## src/rtl/branch_ctrl_pkg.sv

```systemverilog
// Shared definitions for the ID-stage branch/flag controller.
package branch_ctrl_pkg;

    // Two-state resolver: normal resolution, or one cycle spent waiting
    // for a load result that a CBZ in ID depends on.
    typedef enum logic [0:0] {
        RESOLVE   = 1'b0,
        WAIT_LOAD = 1'b1
    } state_t;

    // XZR reads as zero and is never written, so it never causes a hazard.
    localparam int ZERO_REG = 31;

    // NZCV bit positions within the 4-bit flag vector {N,Z,C,V}.
    localparam int FLAG_W = 4;
    localparam int FLAG_N = 3;
    localparam int FLAG_Z = 2;
    localparam int FLAG_C = 1;
    localparam int FLAG_V = 0;

    // Signed less-than after a compare: N differs from V.
    function automatic logic cond_lt(input logic [FLAG_W-1:0] f);
        return f[FLAG_N] ^ f[FLAG_V];
    endfunction

endpackage

```

## src/rtl/branch_flag_ctrl_flag_reg.sv

```systemverilog
// Architectural NZCV register: per-bit enable D flip-flops, synchronous reset.
module flag_reg (
    input  logic       clk,
    input  logic       reset,
    input  logic       en,
    input  logic [3:0] d,
    output logic [3:0] q
);
    import branch_ctrl_pkg::*;

    logic [FLAG_W-1:0] q_reg;

    generate
        for (genvar gi = 0; gi < FLAG_W; gi++) begin : g_bit
            // Each flag bit clears on reset and loads only when enabled.
            always_ff @(posedge clk) begin
                if (reset) begin
                    q_reg[gi] <= 1'b0;
                end else if (en) begin
                    q_reg[gi] <= d[gi];
                end
            end
        end
    endgenerate

    assign q = q_reg;

endmodule

```

## src/rtl/branch_flag_ctrl.sv

```systemverilog
// ID-stage branch resolution (B, B.LT, CBZ) with the NZCV flag register and
// a one-cycle load-use stall for CBZ. No flush: one branch delay slot.
module branch_flag_ctrl #(
    parameter int REG_ADDR_W = 5,
    parameter int ZERO_REG   = 31
) (
    input  logic                  clk,
    input  logic                  reset,
    input  logic                  ex_setFlags,
    input  logic [3:0]            ex_flagsIn,
    input  logic                  ex_regWrite,
    input  logic                  ex_memRead,
    input  logic [REG_ADDR_W-1:0] ex_rd,
    input  logic                  id_isB,
    input  logic                  id_isBLT,
    input  logic                  id_isCBZ,
    input  logic [REG_ADDR_W-1:0] id_rt,
    input  logic                  id_cbzZero,
    output logic [3:0]            flags,
    output logic                  takeBranch,
    output logic                  stall
);
    import branch_ctrl_pkg::*;

    localparam logic [REG_ADDR_W-1:0] ZERO_ADDR = REG_ADDR_W'(ZERO_REG);

    state_t            state_reg;
    state_t            state_next;
    logic [FLAG_W-1:0] flags_q;
    logic [FLAG_W-1:0] eff_flags;
    logic              load_haz;
    logic              blt_taken;

    // Flags update whenever EX sets them; a stall does not gate the write.
    flag_reg u_flag_reg (
        .clk   (clk),
        .reset (reset),
        .en    (ex_setFlags),
        .d     (ex_flagsIn),
        .q     (flags_q)
    );

    assign flags     = flags_q;
    // Forward EX flags so SUBS followed by B.LT resolves without a stall.
    assign eff_flags = ex_setFlags ? ex_flagsIn : flags_q;
    assign blt_taken = cond_lt(eff_flags);
    // CBZ operand is still being loaded by the instruction in EX.
    assign load_haz  = id_isCBZ & ex_memRead & ex_regWrite &
                       (ex_rd == id_rt) & (id_rt != ZERO_ADDR);

    // Resolver state advances every cycle; reset drops any pending CBZ.
    always_ff @(posedge clk) begin
        if (reset) begin
            state_reg <= RESOLVE;
        end else begin
            state_reg <= state_next;
        end
    end

    // Branch decision, stall request and next state.
    always_comb begin
        state_next = RESOLVE;
        takeBranch = 1'b0;
        stall      = 1'b0;
        if (!reset) begin
            case (state_reg)
                RESOLVE: begin
                    if (load_haz) begin
                        stall      = 1'b1;
                        state_next = WAIT_LOAD;
                    end else if (id_isCBZ) begin
                        // CBZ wins over B.LT and B on an illegal multi-decode.
                        takeBranch = id_cbzZero;
                    end else if (id_isBLT) begin
                        takeBranch = blt_taken;
                    end else begin
                        takeBranch = id_isB;
                    end
                end
                WAIT_LOAD: begin
                    // Held instruction is the CBZ; operand now comes from MEM.
                    takeBranch = id_isCBZ & id_cbzZero;
                    state_next = RESOLVE;
                end
                default: begin
                    state_next = RESOLVE;
                end
            endcase
        end
    end

endmodule

```

## config.mk

```make
export PLATFORM = sky130hd
export DESIGN_NAME = branch_flag_ctrl
export DESIGN_NICKNAME = d
export VERILOG_FILES = /design/src/rtl/branch_ctrl_pkg.sv /design/src/rtl/branch_flag_ctrl_flag_reg.sv /design/src/rtl/branch_flag_ctrl.sv
export SDC_FILE = /design/constraint.sdc
export NUM_CORES = 1
export LEC_CHECK = 0
export BUFFER_PORTS_ARGS = -buffer_cell sky130_fd_sc_hd__buf_2
export CAP_MARGIN = 5
export CORE_AREA = 2 2 39 41
export CTS_BUF_LIST = sky130_fd_sc_hd__clkbuf_8
export DETAILED_ROUTE_END_ITERATION = 6
export DIE_AREA = 0 0 41 43
export PLACE_DENSITY = 0.57
export SLEW_MARGIN = 20
export SYNTH_ARGS = -nofsm -noshare
export SYNTH_HDL_FRONTEND = slang
export SYNTH_SLANG_ARGS = --single-unit
```

## constraint.sdc

```tcl
create_clock -name clk -period 3.8 [get_ports clk]
set_clock_uncertainty 0.05 [all_clocks]
set_input_delay 0.57 -clock clk [delete_from_list [all_inputs] [get_ports clk]]
set_output_delay 0.57 -clock clk [all_outputs]
set_load 0.005 [all_outputs]
```

==> flow_summary.toml, run 1 <==
[outcome]
status = "finished, final reports clean"

[layout]
areaGrowthSynthToFinish_pct = 59.48
diodes = 0
layout_common_cells = "28 x buf_2, 5 x dfxtp_1, 4 x mux2i_1, 4 x nor2_1"
final_common_cell = "buf_2"
largest_reg_flops = 4
drive_gt1_share_pct = 55.38
nets = 89

[power_and_ir_drop]
swShare_pct = 22.89
peakVddDrop_uv = 171.4
p_sw_w = 0.00004287
clkPwrFrac_pct = 50.6
p_comb_share_pct = 19.0
p_per_area_mw_per_mm2 = 349.0
p_leak_nw = 0.2689
seq_power_share_pct = 30.4
p_int_w = 0.0001444

[logic_synthesis]
synth_area_leaders = "dfxtp_1 30%, mux2i_1 12%, a2111oi_4 8.2%"
syn_avg_cell_area_um2 = 9.899
yosys_warnings = 0
syn_nets = 57
synth-seq-cells = 5
syn_inst = 34
ys_seq_area_share_pct = 29.74
synth_cell_types = 17
synth_top_area_share_pct = 29.74
netlist_area_um2 = 336.6
synth_largest_area_cell = "dfxtp_1"

[drt]
vias_per_cell = 4.457
wire_per_inst_um = 9.877
drt_iter0_drc = 1
wl_um = 800
vias = 361
ant_nets = 0
dr.pass1.iters = 2
drc = 0

[grt]
grt_pass1_vias = 305
grtUsageTotal_pct = 10.11
grt_pass1_wl_um = 1152
grt_overflow = 0
antenna_found_initial = 0
grt_max_degree = 8

[setup_path]
critical_path.max_fanout = 3
cp.arrival_ns = 1.60
slowest_delay_ns = 0.39
worstSetupPathType = "in2out"
reg2reg_depth = 3
cp_data_required_time_ns = 3.18
cp-start-kind = "input port"
cpMaxStageDelayCell = "a2111oi_4"
path_common_cell = "buf_2"
crit_family = "simple AND/OR/NAND/NOR gates"
cp_cell_sequence = "buf_2 > or2_4 > a2111oi_4 > and2b_2 > buf_2"
worstSetupEndpointType = "output port"
crit_buf_inv = 2
worst-path-stages = 5

[clocking]
clock-sinks = 5
root_buffer = "clkbuf_8"
htree_levels = 1
cts_repair_resize_count = 0
cts_made_buffers = 3
cts_hold_buf = 0
clk_latency_ns = 0.22
cts_tree = "yes"
path_clk_slew_ns = 0.04
cts_setup_buffers = 0
cts.path.max_buffers = 2

[sta]
fin_tns_setup_ns = 0
period_needed_ns = 2.217
fmax_mhz = 451.0
whs_ns = 0.4380
setup_viol = 0
worstMarginPinSlew_ns = 0.3105
finalCritPeriodShare_pct = 58.35
rsz0062_at_grt = "false"
hold_viol = 0
final_max_slew_viol_count = 0
relSlewSlack_pct = 79.30

[worst_hold_path]
min_path_type = "reg2reg"
hold_depth = 2

[floorplan]
ios = 29
core_mm2 = 0.001384
rows = 14
die_h_um = 43
dieArea_mm2 = 0.001763
die_w_um = 41
start_util_pct = 24.32

[placement]
numPortBuffers = 28
place.gp.congestion = 0.5176

[flow_run]
maxCapViolCount = 0
-- synthesized netlist by cell type, drive strengths merged --
cell type  number
nand2b          1
a211oi          1
nand3           3
nand3b          1
xor2            3
xnor2           3
a311o           1
buf             1
or2             1
nor2            4
and2b           2
nand4b          1
a2111oi         1
mux2i           4
nand4           1
nand2           1
dfxtp           5
-- power by group through the flow --
stage,Sequential [W],Combinational (W),Clock [W]
finish,0.0000569,0.0000356,0.0000948
global route,0.0000570,0.0000393,0.000105
CTS,0.0000569,0.0000363,0.0000988
detailed placement,0.0000576,0.0000362,0
global placement,0.0000577,0.0000352,0
floorplan,0.0000580,0.0000171,0
-- per-stage QoR --
step,area (µm²),power (W),cells,util [%],worst slack (ns)
floorplan,336.6,0.00007510,34,-,1.802
global placement,491.7,0.00009293,77,35.53,1.586
detailed placement,491.7,0.00009386,77,35.53,1.577
CTS,536.8,0.0001920,81,38.79,1.577
global route,536.8,0.0002010,81,38.79,1.529
finish,536.8,0.0001873,81,38.79,1.583
-- per-layer routing --
metal | up-vias | track usage [%] | wire length [µm] | part of all wire (%)
met5 | - | 0 | 0 | 0
met3 | 0 | 6.283 | 112 | 14
met1 | 161 | 10.19 | 294 | 37
met2 | 18 | 15.00 | 393 | 49
li1 | 182 | - | - | -
met4 | 0 | 6.000 | 0 | 0
-- final timing paths --
path              slack (ns)                    startpoint                            to
hold / removal          0.44  u_flag_reg.q[2]$_SDFFE_PP0P_  u_flag_reg.q[2]$_SDFFE_PP0P_
setup reg to reg        2.57          state_reg$_SDFF_PP0_          state_reg$_SDFF_PP0_
setup / recovery        1.58                      ex_rd[4]                         stall
hold reg to reg         0.44  u_flag_reg.q[2]$_SDFFE_PP0P_  u_flag_reg.q[2]$_SDFFE_PP0P_
-- cell families after synthesis --
logic type | after synthesis | synth area share (%)
AO/OA/AOI/OAI | 3 | 14.87
buffers and inverters | 1 | 1.486
flip-flops | 5 | 29.74
multiplexers | 4 | 11.90
XOR/XNOR | 6 | 15.62
AND/OR/NAND/NOR | 15 | 26.40
-- layout make-up --
| class | count | area, µm² |
|---|---|---|
| clock buffer | 3 | 41.29 |
| clock inverter | 1 | 3.754 |
| fill | 151 | 847.1 |
| multi-input combinational | 28 | 231.5 |
| sequential | 5 | 100.1 |
| tap | 16 | 20.02 |
| timing repair buffer | 28 | 140.1 |
-- tightest hold or removal path, stage by stage (launching register included) --
cell and delay, ns:
dfxtp_1 0.31, mux2i_1 0.06, nor2_1 0.08
Power figures use the tool's default switching activity.
==> run 2: changes to the inputs <==
--- a/config.mk
+++ b/config.mk
@@ -11,7 +11,7 @@
 export CTS_BUF_LIST = sky130_fd_sc_hd__clkbuf_8
 export DETAILED_ROUTE_END_ITERATION = 6
 export DIE_AREA = 0 0 41 43
-export PLACE_DENSITY = 0.57
+export PLACE_DENSITY = 0.59
 export SLEW_MARGIN = 20
 export SYNTH_ARGS = -nofsm -noshare
 export SYNTH_HDL_FRONTEND = slang
==> constraint.sdc (replaced) <==
create_clock -name clk -period 1.9 [get_ports clk]
set_clock_uncertainty 0.05 [all_clocks]
set_input_delay 0.285 -clock clk [delete_from_list [all_inputs] [get_ports clk]]
set_output_delay 0.285 -clock clk [all_outputs]
set_load 0.005 [all_outputs]
==> flow_summary.toml, run 2 (same netlist as run 1, synthesis figures left out) <==
[clocking]
cts_repair_resize_count = 0
clk_latency_ns = 0.22
cts_made_buffers = 3
cts_tree = "yes"
path_clk_slew_ns = 0.04
cts_setup_buffers = 0
cts_hold_buf = 0
clock-sinks = 5
cts.path.max_buffers = 2
htree_levels = 1
root_buffer = "clkbuf_8"

[setup_path]
cp-start-kind = "flop"
reg2reg_depth = 3
worstSetupEndpointType = "output port"
cp_data_required_time_ns = 1.56
rr_endpoint = "state_reg$_SDFF_PP0_"
rrSetupSlack_ns = 0.69
worstSetupPathType = "reg2out"
critical_path.max_fanout = 3
rr_startpoint = "state_reg$_SDFF_PP0_"
cp.arrival_ns = 1.42

[floorplan]
die_h_um = 43
ios = 29
rows = 14
start_util_pct = 24.32
core_mm2 = 0.001384
dieArea_mm2 = 0.001763
die_w_um = 41

[power_and_ir_drop]
p_per_area_mw_per_mm2 = 690.5
total_power_w = 0.0003707
p_leak_nw = 0.2689
p_comb_share_pct = 19.0
p_int_w = 0.0002886
clkPwrFrac_pct = 50.3
seq_power_share_pct = 30.7
peakVddDrop_uv = 312.0
swShare_pct = 22.13
p_sw_w = 0.00008202

[worst_hold_path]
worstHoldEndpoint = "u_flag_reg.q[1]$_SDFFE_PP0P_"
min_path_type = "in2reg"
hold_depth = 3
worstHoldStart = "ex_flagsIn[1]"

[grt]
grt_pass1_vias = 351
grtUsageTotal_pct = 9.447
grt_max_degree = 8
antenna_found_initial = 0
grt_pass1_wl_um = 1145
grt_overflow = 0

[layout]
multi_input_area_um2 = 231.5
drive_gt1_share_pct = 55.38
nets = 89
regArea_um2 = 100.1
diodes = 0
n_fill_cell = 153
final_common_cell = "buf_2"
layout_common_cells = "28 x buf_2, 5 x dfxtp_1, 4 x mux2i_1, 4 x nor2_1"
largest_reg_flops = 4
areaGrowthSynthToFinish_pct = 59.48

[drt]
vias_per_cell = 4.346
wl_um = 751
drc = 0
wire_per_inst_um = 9.272
drt_iter0_drc = 3
vias = 352
dr.pass1.iters = 2
ant_nets = 0

[sta]
setup_viol = 0
fmax_mhz = 571.2
relSlewSlack_pct = 79.17
worstMarginPinSlew_ns = 0.3125
final_max_slew_viol_count = 0
rsz0062_at_grt = "false"
hold_viol = 0
fin_tns_setup_ns = 0
period_needed_ns = 1.751
finalCritPeriodShare_pct = 92.15

[flow_run]
maxCapViolCount = 0

[outcome]
status = "finished, final reports clean"

[placement]
place.gp.congestion = 0.5898
numPortBuffers = 28
hpwl_um = 646.9
-- run 2: final cells by class --
type,instances,share of cell area (%)
multi-input combinational,28,43.12
timing repair buffer,28,26.11
sequential,5,18.65
clock buffer,3,7.692
tap,16,3.730
clock inverter,1,0.6993
-- run 2: stage by stage --
step | utilization (%) | instance area (µm²) | hold slack (ns) | setup slack (ns) | instances
after global placement | 35.53 | 491.7 | 0.4211 | 0.2568 | 77
final | 38.79 | 536.8 | 0.2644 | 0.1492 | 81
after floorplan | - | 336.6 | 0.3074 | 0.4718 | 34
after CTS | 38.79 | 536.8 | 0.2697 | 0.1351 | 81
after global routing | 38.79 | 536.8 | 0.2936 | 0.09094 | 81
after detailed placement | 35.53 | 491.7 | 0.4364 | 0.2466 | 77
-- run 2: worst max path at each step --
stage	slack, ns	cells after the start	to	start
floorplan	0.47	3	stall	ex_rd[4]
detailed placement	0.25	5	stall	ex_rd[4]
global placement	0.26	5	stall	ex_rd[4]
CTS	0.14	4	stall	state_reg$_SDFF_PP0_
global route	0.09	4	stall	state_reg$_SDFF_PP0_
finish	0.15	4	stall	state_reg$_SDFF_PP0_
-- run 2: power by group through the flow --
stage                     combinational [W]  clock, W  sequential [W]
final                             0.0000705  0.000186        0.000114
after global routing              0.0000788  0.000203        0.000114
after CTS                         0.0000720  0.000191        0.000114
after detailed placement          0.0000717         0        0.000115
after global placement            0.0000705         0        0.000115
after floorplan                   0.0000343         0        0.000116
-- run 2: metal layers --
layer / vias up / GRT usage, % / share of wire, %
met1: 156 / 9.032 / 40
met2: 14 / 15.94 / 49
li1: 182 / - / -
met4: 0 / 8.000 / 0
met5: - / 0 / 0
met3: 0 / 1.571 / 11
-- run 2: worst max-delay path, stage by stage, from the launching register on --
cell	delay (ns)
dfxtp_1	0.30
nand4b_1	0.22
a2111oi_4	0.40
and2b_2	0.19
buf_2	0.10
==> run 3: changes to the inputs <==
==> constraint.sdc (replaced) <==
create_clock -name clk -period 1.9 [get_ports clk]
set_clock_uncertainty 0.05 [all_clocks]
set_input_delay 0.285 -clock clk [delete_from_list [all_inputs] [get_ports clk]]
set_output_delay 0.285 -clock clk [all_outputs]
set_load 0.05 [all_outputs]
==> flow_summary.toml, run 3 (same netlist as run 1, synthesis figures left out) <==
[drt]
ant_nets = 0
dr.pass1.iters = 2
vias = 352
wl_um = 746
vias_per_cell = 4.293
drc = 0
wire_per_inst_um = 9.098
drt_iter0_drc = 2

[layout]
finish.instance_area_um2 = 568.0
largest_reg_flops = 4
areaGrowthSynthToFinish_pct = 68.77
diodes = 0
fin_cells = 82
final_common_cell = "buf_2"
drive_gt1_share_pct = 59.09
nets = 90
multi_input_area_um2 = 239.0
n_fill_cell = 149
layout_common_cells = "26 x buf_2, 4 x mux2i_1, 4 x nor2_1"
regArea_um2 = 107.6

[floorplan]
ios = 29
dieArea_mm2 = 0.001763
start_util_pct = 24.32
rows = 14
die_h_um = 43
die_w_um = 41
core_mm2 = 0.001384

[setup_path]
slowest_delay_ns = 0.34
cp.arrival_ns = 1.51
cpMaxStageDelayCell = "dfxtp_4"
cp_data_required_time_ns = 1.56
crit_buf_inv = 1
critical_path.max_fanout = 3
crit_family = "compound AO/OA/AOI/OAI gates"
worstSetupPathType = "reg2out"
reg2reg_depth = 4
cp-start-kind = "flop"
worstSetupEndpointType = "output port"
cp_cell_sequence = "xor2_1 > nand3b_1 > a311o_1 > a211oi_4 > buf_6"
worst-path-stages = 5

[clocking]
cts_tree = "yes"
cts_made_buffers = 3
path_clk_slew_ns = 0.03
htree_levels = 1
cts.path.max_buffers = 2
clk_latency_ns = 0.22
cts_setup_buffers = 0
clock-sinks = 5
root_buffer = "clkbuf_8"
cts_hold_buf = 0

[sta]
setup_viol = 0
finalCritPeriodShare_pct = 97.28
final_max_slew_viol_count = 0
period_needed_ns = 1.848
relSlewSlack_pct = 82.44
hold_viol = 0
rsz0062_at_grt = "true"
fmax_mhz = 541.0
worstMarginPinSlew_ns = 0.2634

[grt]
grt_max_degree = 8
grt_overflow = 0
antenna_found_initial = 0
grt_pass1_wl_um = 1145
grtUsageTotal_pct = 9.529
grt_pass1_vias = 328

[power_and_ir_drop]
total_power_w = 0.0003987
p_per_area_mw_per_mm2 = 701.9
peakVddDrop_uv = 350.4
p_leak_nw = 0.2766

[placement]
place.gp.congestion = 0.6517
dp_cells = 78
postPlaceCellArea_um2 = 514.2
hpwl_um = 664.3
numPortBuffers = 28

[worst_hold_path]
hold_depth = 3
min_path_type = "in2reg"

[flow_run]
maxCapViolCount = 0

[outcome]
status = "finished, final reports clean"
[run 3: cell types whose count changed in the layout (fill, tap and decap cells not counted)]
cell | before | now
dfxtp_1 | 5 | 3
clkbuf_4 | 0 | 1
dfxtp_4 | 0 | 2
buf_6 | 0 | 1
a211oi_2 | 1 | 0
buf_4 | 0 | 1
buf_2 | 28 | 26
a211oi_4 | 0 | 1
[run 3: worst paths after layout]
kind / startpoint / slack (ns) / to
hold reg to reg: u_flag_reg.q[2]$_SDFFE_PP0P_ / 0.44 / u_flag_reg.q[2]$_SDFFE_PP0P_
hold / removal: ex_flagsIn[1] / 0.26 / u_flag_reg.q[1]$_SDFFE_PP0P_
setup reg to reg: state_reg$_SDFF_PP0_ / 0.61 / state_reg$_SDFF_PP0_
setup / recovery: u_flag_reg.q[3]$_SDFFE_PP0P_ / 0.05 / takeBranch
[run 3: cell type report]
cell class | instances | area share (%)
flip-flops and latches | 5 | 18.94
repair buffers | 29 | 27.53
clock inverters | 1 | 0.6608
clock buffers | 3 | 7.269
multi-input cells | 28 | 42.07
well taps | 16 | 3.524
[run 3: tightest hold or removal path, cell delays in order]
cell and delay, ns:
buf_2 0.07, mux2i_1 0.05, nor2_1 0.08
[run 3: per-layer routing]
| layer | up-vias | GRT usage, % | wire [µm] |
|---|---|---|---|
| li1 | 183 | - | - |
| met1 | 155 | 9.936 | 283 |
| met2 | 14 | 15.31 | 390 |
| met3 | 0 | 4.712 | 72 |
| met4 | 0 | 4.000 | 0 |
| met5 | - | 0 | 0 |
[run 3: power by group]
group | internal [W] | switching, W
logic | 0.0000431 | 0.0000542
clock network | 0.000138 | 0.0000502
registers | 0.000110 | 0.00000319
total | 0.000291 | 0.000108
[run 3: repair_timing]
item,4_1_cts,5_1_grt
cloned,0,0
hold endpoints to repair,0,0
endpoints found under the setup margin,1,2
resized for setup,1,2
[run 3: per-stage QoR]
step / setup TNS [ns] / utilization (%) / worst slack [ns] / hold slack, ns
2_1_floorplan: 0 / - / 0.05284 / 0.2977
4_1_cts: 0 / 40.60 / 0.008870 / 0.2612
5_1_grt: -0.04552 / 41.05 / -0.04552 / 0.2767
3_5_place_dp: 0 / 37.16 / 0.06611 / 0.4286
3_3_place_gp: 0 / 37.16 / 0.07770 / 0.4225
6_report: 0 / 41.05 / 0.05165 / 0.2576
